==> src/rtl/gpo_cmd_master.sv <==
// gpo_cmd_master: host-side GPO/GPI command initiator with optional 64-bit BER_H chaining
module gpo_cmd_master #(
  parameter int NB_CMD        = 8,
  parameter int NB_DATA       = 23,
  parameter int HOLD_CYCLES   = 2,
  parameter int SETTLE_CYCLES = 4,
  parameter int NB_CNT        = 8
) (
  input  logic               clk,
  input  logic               i_rst,
  input  logic               i_req_valid,
  output logic               o_req_ready,
  input  logic [NB_CMD-1:0]  i_req_cmd,
  input  logic [NB_DATA-1:0] i_req_data,
  input  logic               i_req_wide,
  output logic               o_rsp_valid,
  input  logic               i_rsp_ready,
  output logic [63:0]        o_rsp_data,
  output logic [31:0]        o_gpo,
  input  logic [31:0]        i_gpi,
  output logic               o_busy
);
  typedef enum logic [2:0] {IDLE, SETUP, STROBE, SETTLE, RESP} state_t;
  localparam logic [NB_CNT-1:0] HOLD_LAST   = NB_CNT'(HOLD_CYCLES - 1);
  localparam logic [NB_CNT-1:0] SETTLE_LAST = NB_CNT'(SETTLE_CYCLES - 1);
  localparam logic [NB_CMD-1:0] CMD_BER_H   = NB_CMD'(11);
  state_t              state_q, state_d;
  logic [NB_CNT-1:0]   cnt_q, cnt_d;
  logic [NB_CMD-1:0]   cmd_q, cmd_d;
  logic [NB_DATA-1:0]  data_q, data_d;
  logic                wide_q, wide_d, ph2_q, ph2_d;
  logic [63:0]         rsp_q, rsp_d;
  logic [31:0]         gpo_q, gpo_d;
  // next-state: latch request, time strobe/settle phases, sample GPI, chain BER_H for wide reads
  always_comb begin
    state_d = state_q;
    cnt_d   = cnt_q;
    cmd_d   = cmd_q;
    data_d  = data_q;
    wide_d  = wide_q;
    ph2_d   = ph2_q;
    rsp_d   = rsp_q;
    case (state_q)
      IDLE: if (i_req_valid) begin
        state_d = SETUP;
        cmd_d   = i_req_cmd;
        data_d  = i_req_data;
        wide_d  = i_req_wide;
        ph2_d   = 1'b0;
      end
      SETUP: begin
        state_d = STROBE;
        cnt_d   = '0;
      end
      STROBE: if (cnt_q == HOLD_LAST) begin
        state_d = SETTLE;
        cnt_d   = '0;
      end else cnt_d = cnt_q + 1'b1;
      SETTLE: if (cnt_q == SETTLE_LAST) begin
        if (ph2_q) begin
          rsp_d[63:32] = i_gpi;
          state_d      = RESP;
        end else begin
          rsp_d   = {32'b0, i_gpi};
          state_d = wide_q ? SETUP : RESP;
          cmd_d   = wide_q ? CMD_BER_H : cmd_q;
          data_d  = wide_q ? '0 : data_q;
          ph2_d   = wide_q;
        end
      end else cnt_d = cnt_q + 1'b1;
      RESP: if (i_rsp_ready) begin
        state_d = IDLE;
        wide_d  = 1'b0;
      end
      default: state_d = IDLE;
    endcase
    gpo_d = (state_d == IDLE || state_d == RESP) ? {gpo_q[31:NB_DATA+1], 1'b0, gpo_q[NB_DATA-1:0]}
                                                 : {cmd_d, state_d == STROBE, data_d};
  end
  // state and datapath registers; GPO is registered so it follows the state exactly
  always_ff @(posedge clk) begin
    if (i_rst) begin
      state_q <= IDLE;
      cnt_q   <= '0;
      cmd_q   <= '0;
      data_q  <= '0;
      wide_q  <= 1'b0;
      ph2_q   <= 1'b0;
      rsp_q   <= '0;
      gpo_q   <= '0;
    end else begin
      state_q <= state_d;
      cnt_q   <= cnt_d;
      cmd_q   <= cmd_d;
      data_q  <= data_d;
      wide_q  <= wide_d;
      ph2_q   <= ph2_d;
      rsp_q   <= rsp_d;
      gpo_q   <= gpo_d;
    end
  end
  assign o_req_ready = state_q == IDLE;
  assign o_busy      = state_q != IDLE;
  assign o_rsp_valid = state_q == RESP;
  assign o_rsp_data  = rsp_q;
  assign o_gpo       = gpo_q;
endmodule

==> config.mk <==
export PLATFORM = sky130hd
export DESIGN_NAME = gpo_cmd_master
export DESIGN_NICKNAME = d
export VERILOG_FILES = /design/src/rtl/gpo_cmd_master.sv
export SDC_FILE = /design/constraint.sdc
export NUM_CORES = 1
export LEC_CHECK = 0
export ABC_AREA = 1
export CAP_MARGIN = 20
export CORE_MARGIN = 5
export CORE_UTILIZATION = 43
export DETAILED_ROUTE_END_ITERATION = 16
export GPL_TIMING_DRIVEN = 0
export PLACE_DENSITY = 0.75
export SLEW_MARGIN = 10
export SYNTH_ARGS = -nofsm -noshare
export SYNTH_HDL_FRONTEND = slang
export SYNTH_SLANG_ARGS = --single-unit
==> constraint.sdc <==
create_clock -name clk -period 3.2 [get_ports clk]
set_input_delay 0.48 -clock clk [delete_from_list [all_inputs] [get_ports clk]]
set_output_delay 0.48 -clock clk [all_outputs]
set_load 0.1 [all_outputs]
# --- After elaboration in Yosys (flattened, before gate mapping) ---
# Cells that the tools add are included.
word_totals:
  reg_bits: 140
  out_inout_bits: 99
  wordCells: 65
  inputBits: 68
op_classes:
  eq_ne: 12
  reduce_logical: 13
  bitwise_logic: 1
  mux: 28
  add_sub_neg: 1
op_table:
  columns: ["operator", "count"]
  rows:
  - ["2-to-1 mux 23 bit", 4]
  - ["2-to-1 mux 8 bit", 6]
  - ["case mux 23 bit (2 select lines)", 1]
  - ["2-to-1 mux 32 bit", 1]
  - ["case mux 8 bit (3 select lines)", 1]
  - ["2-to-1 mux 3 bit", 6]
  - ["case mux 8 bit (2 select lines)", 1]
  - ["case mux 3 bit (5 select lines)", 1]
  - ["== test 3 x 2 -> 1 bit, second input constant", 3]
  - ["AND reduction 3 bit", 3]
  - ["adder 8 x 1 -> 8 bit, second input constant", 1]
  - ["== test 8 x 1 -> 1 bit, second input constant", 1]
  - ["== test 8 x 2 -> 1 bit, second input constant", 1]
  - ["== test 3 bit, second input constant", 2]
  - ["zero test 3 bit", 2]
  - ["!= test 2 bit, second input constant", 3]
  - ["nonzero test 3 bit", 2]
  - ["2-to-1 mux 1 bit", 5]
  - ["case mux 1 bit (2 select lines)", 2]
  - ["AND reduction 2 bit", 2]
  - ["nonzero test 2 bit", 2]
  - ["== test 3 x 1 -> 1 bit, second input constant", 1]
  - ["!= test 2 x 1 -> 1 bit, second input constant", 1]
  - ["OR reduction 2 bit", 1]
  - ["2 further kinds", 2]

# --- Longest topological paths before layout ---
depth:
  depth_word: 7
  ltp_mapped: 13
  mapped_depth_nobuf: 11

# --- Worst setup path after synthesis ---
# Ideal clock, no wire load.
synth_timing:
  kind: "register -> output"
  start: "register state_q[2]"
  end: "output port o_rsp_valid"
  path_buffers: 0
  arrival_time_ns: 2.507
  t_required_ns: 2.720
  setup_slack_ns: 0.213
  stages_incl_launch_ff: 3
  path_cell_list: "dfxtp_1 -> inv_2 -> nor3_1"
synth_between:
  elab_chain_cells: 1
synth_rtl:
  columns: ["element", "line_no", "text"]
  rows:
  - ["from (decl)", "27", "state_t state_q, state_d;"]
  - ["from (signal assigned)", "92", "state_q <= state_d;"]
  - ["== test 3 bit", "104", "assign o_rsp_valid = state_q == RESP;"]
  - ["to (decl)", "16", "output logic o_rsp_valid,"]
# No other way between the ends.

# --- Final worst setup path ---
# Ends and elaborated chain as after synthesis.

==> results.sh <==
export IMPL_synth_fp_nets=782
export IMPL_placed_cells=1045
export IMPL_ff2ff_path_depth=8
export IMPL_p_clk_share_pct=38.9
export IMPL_internal_power_w=0.003261
export IMPL_cts_buffers=17
export IMPL_cts_tree="yes"
export IMPL_die_area_sq_um=14840
export IMPL_tns_ns=0
export IMPL_end_kind="output port"
export IMPL_routed_via_density=4.921
export IMPL_synth_avg_cell_area_sq_um=7.553
export IMPL_fin_ws_ns=0.3393
export IMPL_slew_headroom_pct=30.03
export IMPL_switching_share_pct=30.37
export IMPL_wl_mm=15.65
export IMPL_cts_sinks=140
export IMPL_hold_path_class="primary input to flip-flop"
export IMPL_crit_path_max_incr_delay_ns=1.22
export IMPL_post_drt_wl_per_cell_um=14.60
export IMPL_synth_top_area_share_pct=52.12
export IMPL_clk_path_buf_depth=2
export IMPL_start_util_pct=44.40
export IMPL_syn_to_final_growth_pct=44.67
export IMPL_ys_seq_area_share_pct=52.12
export IMPL_switching_power_w=0.001422
export IMPL_critPathBufInv=2
export IMPL_drtAntennaViolNets=0
export IMPL_clk_pin_slew_worst_paths_ns=0.05
export IMPL_finalMaxSlewViolations=0
export IMPL_grt_ovfl_total=0
export IMPL_stdcell_count=1072
export IMPL_pin_count=167
export IMPL_io_buffers=165
export IMPL_coreArea_sq_um=12110
export IMPL_final_period_utilization_pct=89.40
export IMPL_critPathTopFamily="buffers and inverters"
export IMPL_die_w_um=121.8
export IMPL_first_pass_iters=5
export IMPL_ys_warn_count=0
export IMPL_maxCapViolations=0
export IMPL_cp_max_fo=5
export IMPL_grt_setup_unrepaired="no"
export IMPL_antenna_found_initial=0
export IMPL_final_util_pct=64.24
export IMPL_drt_first_iter_violations=368
export IMPL_drive_gt1_share_pct=6.416
export IMPL_crit_required_ns=2.72
export IMPL_p_comb_share_pct=21.2
export IMPL_cellLeakagePower_nw=3.103
export IMPL_grt_pass1_vias=4996
export IMPL_crit_type="flip-flop to output port"
export IMPL_cp_arrival_ns=2.38
export IMPL_slowest_stage="clkdlybuf4s50_1"
export IMPL_synth_cell_types=28
export IMPL_pre_cts_ws_ns=0.7650
export IMPL_clock_latency_ns=0.42
export IMPL_syn_area_sq_um=5378
export IMPL_fmax_mhz=349.6
export IMPL_tightest_slew_ns=1.046
export IMPL_vias=5275
export IMPL_row_count=40
export IMPL_nNetsFinal=966
export IMPL_finalHoldViolCount=0
export IMPL_cts_root_buf="clkbuf_16"
export IMPL_max_vdd_ir_drop_mv=0.2981
export IMPL_crit_cells=3
export IMPL_grt_first_pass_wirelength_mm=24.80
export IMPL_htreeDepth=4
export IMPL_p_per_area_nw_per_um2=602.0
export IMPL_synth_largest_area_cell="dfxtp_1"
export IMPL_design_power_total_w=0.004684
export IMPL_hold_path_cell_count=2
export IMPL_pwr_share_seq_pct=40.0
export IMPL_synthCells=712
export IMPL_dieHeight_um=121.8
export IMPL_crit_chain="inv_2 -> nor3_1 -> clkdlybuf4s50_1"
export IMPL_grt_max_degree=17
export IMPL_synth_area_leaders="dfxtp_1 (52%), nand2_1 (10%), nor2_1 (7.8%)"
export IMPL_synth_seq_cells=140
export IMPL_place_congestion=0.7989
export IMPL_track_usage_pct=21.22
export IMPL_dp_hpwl_mm=11.36
export IMPL_cts_setup_buffers=0
export IMPL_min_period_ns=2.861
export IMPL_drc=0
export IMPL_fin_skew_ns=0.009647
export IMPL_diodes=0
export IMPL_postCtsHoldBufs=0
export IMPL_setup_viol=0
export IMPL_outcome="finished, final reports clean"
export IMPL_cts_resized=0
export IMPL_start_kind="flip-flop"
cells in the final DEF (no fill, tap or decap), types with 3 or more instances in the layout:
| cell type | synthesis | final |
|---|---|---|
| o21ai_0 | 63 | 63 |
| buf_2 | 12 | 12 |
| nor3_1 | 38 | 38 |
| a21oi_1 | 67 | 67 |
| clkdlybuf4s50_1 | 0 | 165 |
| clkbuf_1 | 26 | 29 |
| nor2_2 | 3 | 3 |
| buf_1 | 3 | 3 |
| clkbuf_16 | 0 | 17 |
| nand3_1 | 45 | 45 |
| buf_4 | 4 | 4 |
| inv_1 | 26 | 26 |
| nor2_1 | 112 | 112 |
| inv_2 | 3 | 3 |
| dfxtp_1 | 140 | 140 |
| nor3b_1 | 4 | 4 |
| nand2_2 | 4 | 4 |
| nand2_1 | 144 | 144 |
| o21ai_1 | 4 | 4 |
| clkbuf_8 | 0 | 5 |
logic make-up (layout without fill, tap and decap cells):
kind of cell / after synthesis / after routing / share of synthesized area [%]
xor+xnor: 1 / 1 / 0.1629
simple gates: 356 / 356 / 28.22
fa+ha+maj: 2 / 2 / 0.4653
compound gates: 137 / 137 / 12.89
flops: 140 / 140 / 52.12
buf+inv: 76 / 268 / 6.142
flip-flops by register name (all words and copies together) (netlist names):
| signal | flops |
|---|---|
| cmd_q | 8 |
| wide_q | 1 |
| o_gpo | 32 |
| cnt_q | 8 |
| state_q | 3 |
| ph2_q | 1 |
| data_q | 23 |
| o_rsp_data | 64 |
layout make-up:
class	instances	area [sq um]
buffer	47	221.5
tap	168	210.2
clock buffer	25	505.5
multi-input combinational	496	2245
clock inverter	2	35.03
timing repair buffer	165	1652
fill	1079	4332
sequential	140	2803
inverter	29	108.9
power by group through the flow:
stage	combinational (W)	sequential (W)	clock [W]
global route	0.00105	0.00188	0.00192
finish	0.000992	0.00187	0.00182
CTS	0.000997	0.00187	0.00186
detailed placement	0.000992	0.00191	0
floorplan	0.000299	0.00231	0
global placement	0.000987	0.00190	0
cells in the mapped netlist (all sizes together):
master / count
clkbuf: 26
nor3: 38
a21oi: 68
nand2: 149
a21o: 1
buf: 21
inv: 29
nor3b: 4
o22ai: 1
and3: 1
nor2: 117
xnor2: 1
dfxtp: 140
ha: 2
nand3: 47
o21ai: 67
stage by stage:
| step | area [sq um] | hold slack, ns |
|---|---|---|
| floorplan | 5378 | 0.4463 |
| global placement | 7239 | 0.4509 |
| detailed placement | 7239 | 0.4557 |
| CTS | 7780 | 0.4017 |
| global route | 7780 | 0.4747 |
| finish | 7780 | 0.4164 |
per-layer routing:
layer / up-vias / wire length (um) / global-route usage, %
met2: 185 / 7022 / 33.60
li1: 2685 / - / -
met3: 14 / 1622 / 10.03
met4: 0 / 136 / 5.112
met1: 2391 / 6868 / 26.24
met5: - / 0 / 0
final timing paths:
kind                         end  slack, ns            from
hold / removal        state_q[1]       0.42           i_rst
setup reg to reg  o_rsp_data[27]       1.25        cnt_q[0]
hold reg to reg   o_rsp_data[54]       0.46  o_rsp_data[54]
setup / recovery     o_rsp_valid       0.34      state_q[2]
(Power assumes the default switching activity.)
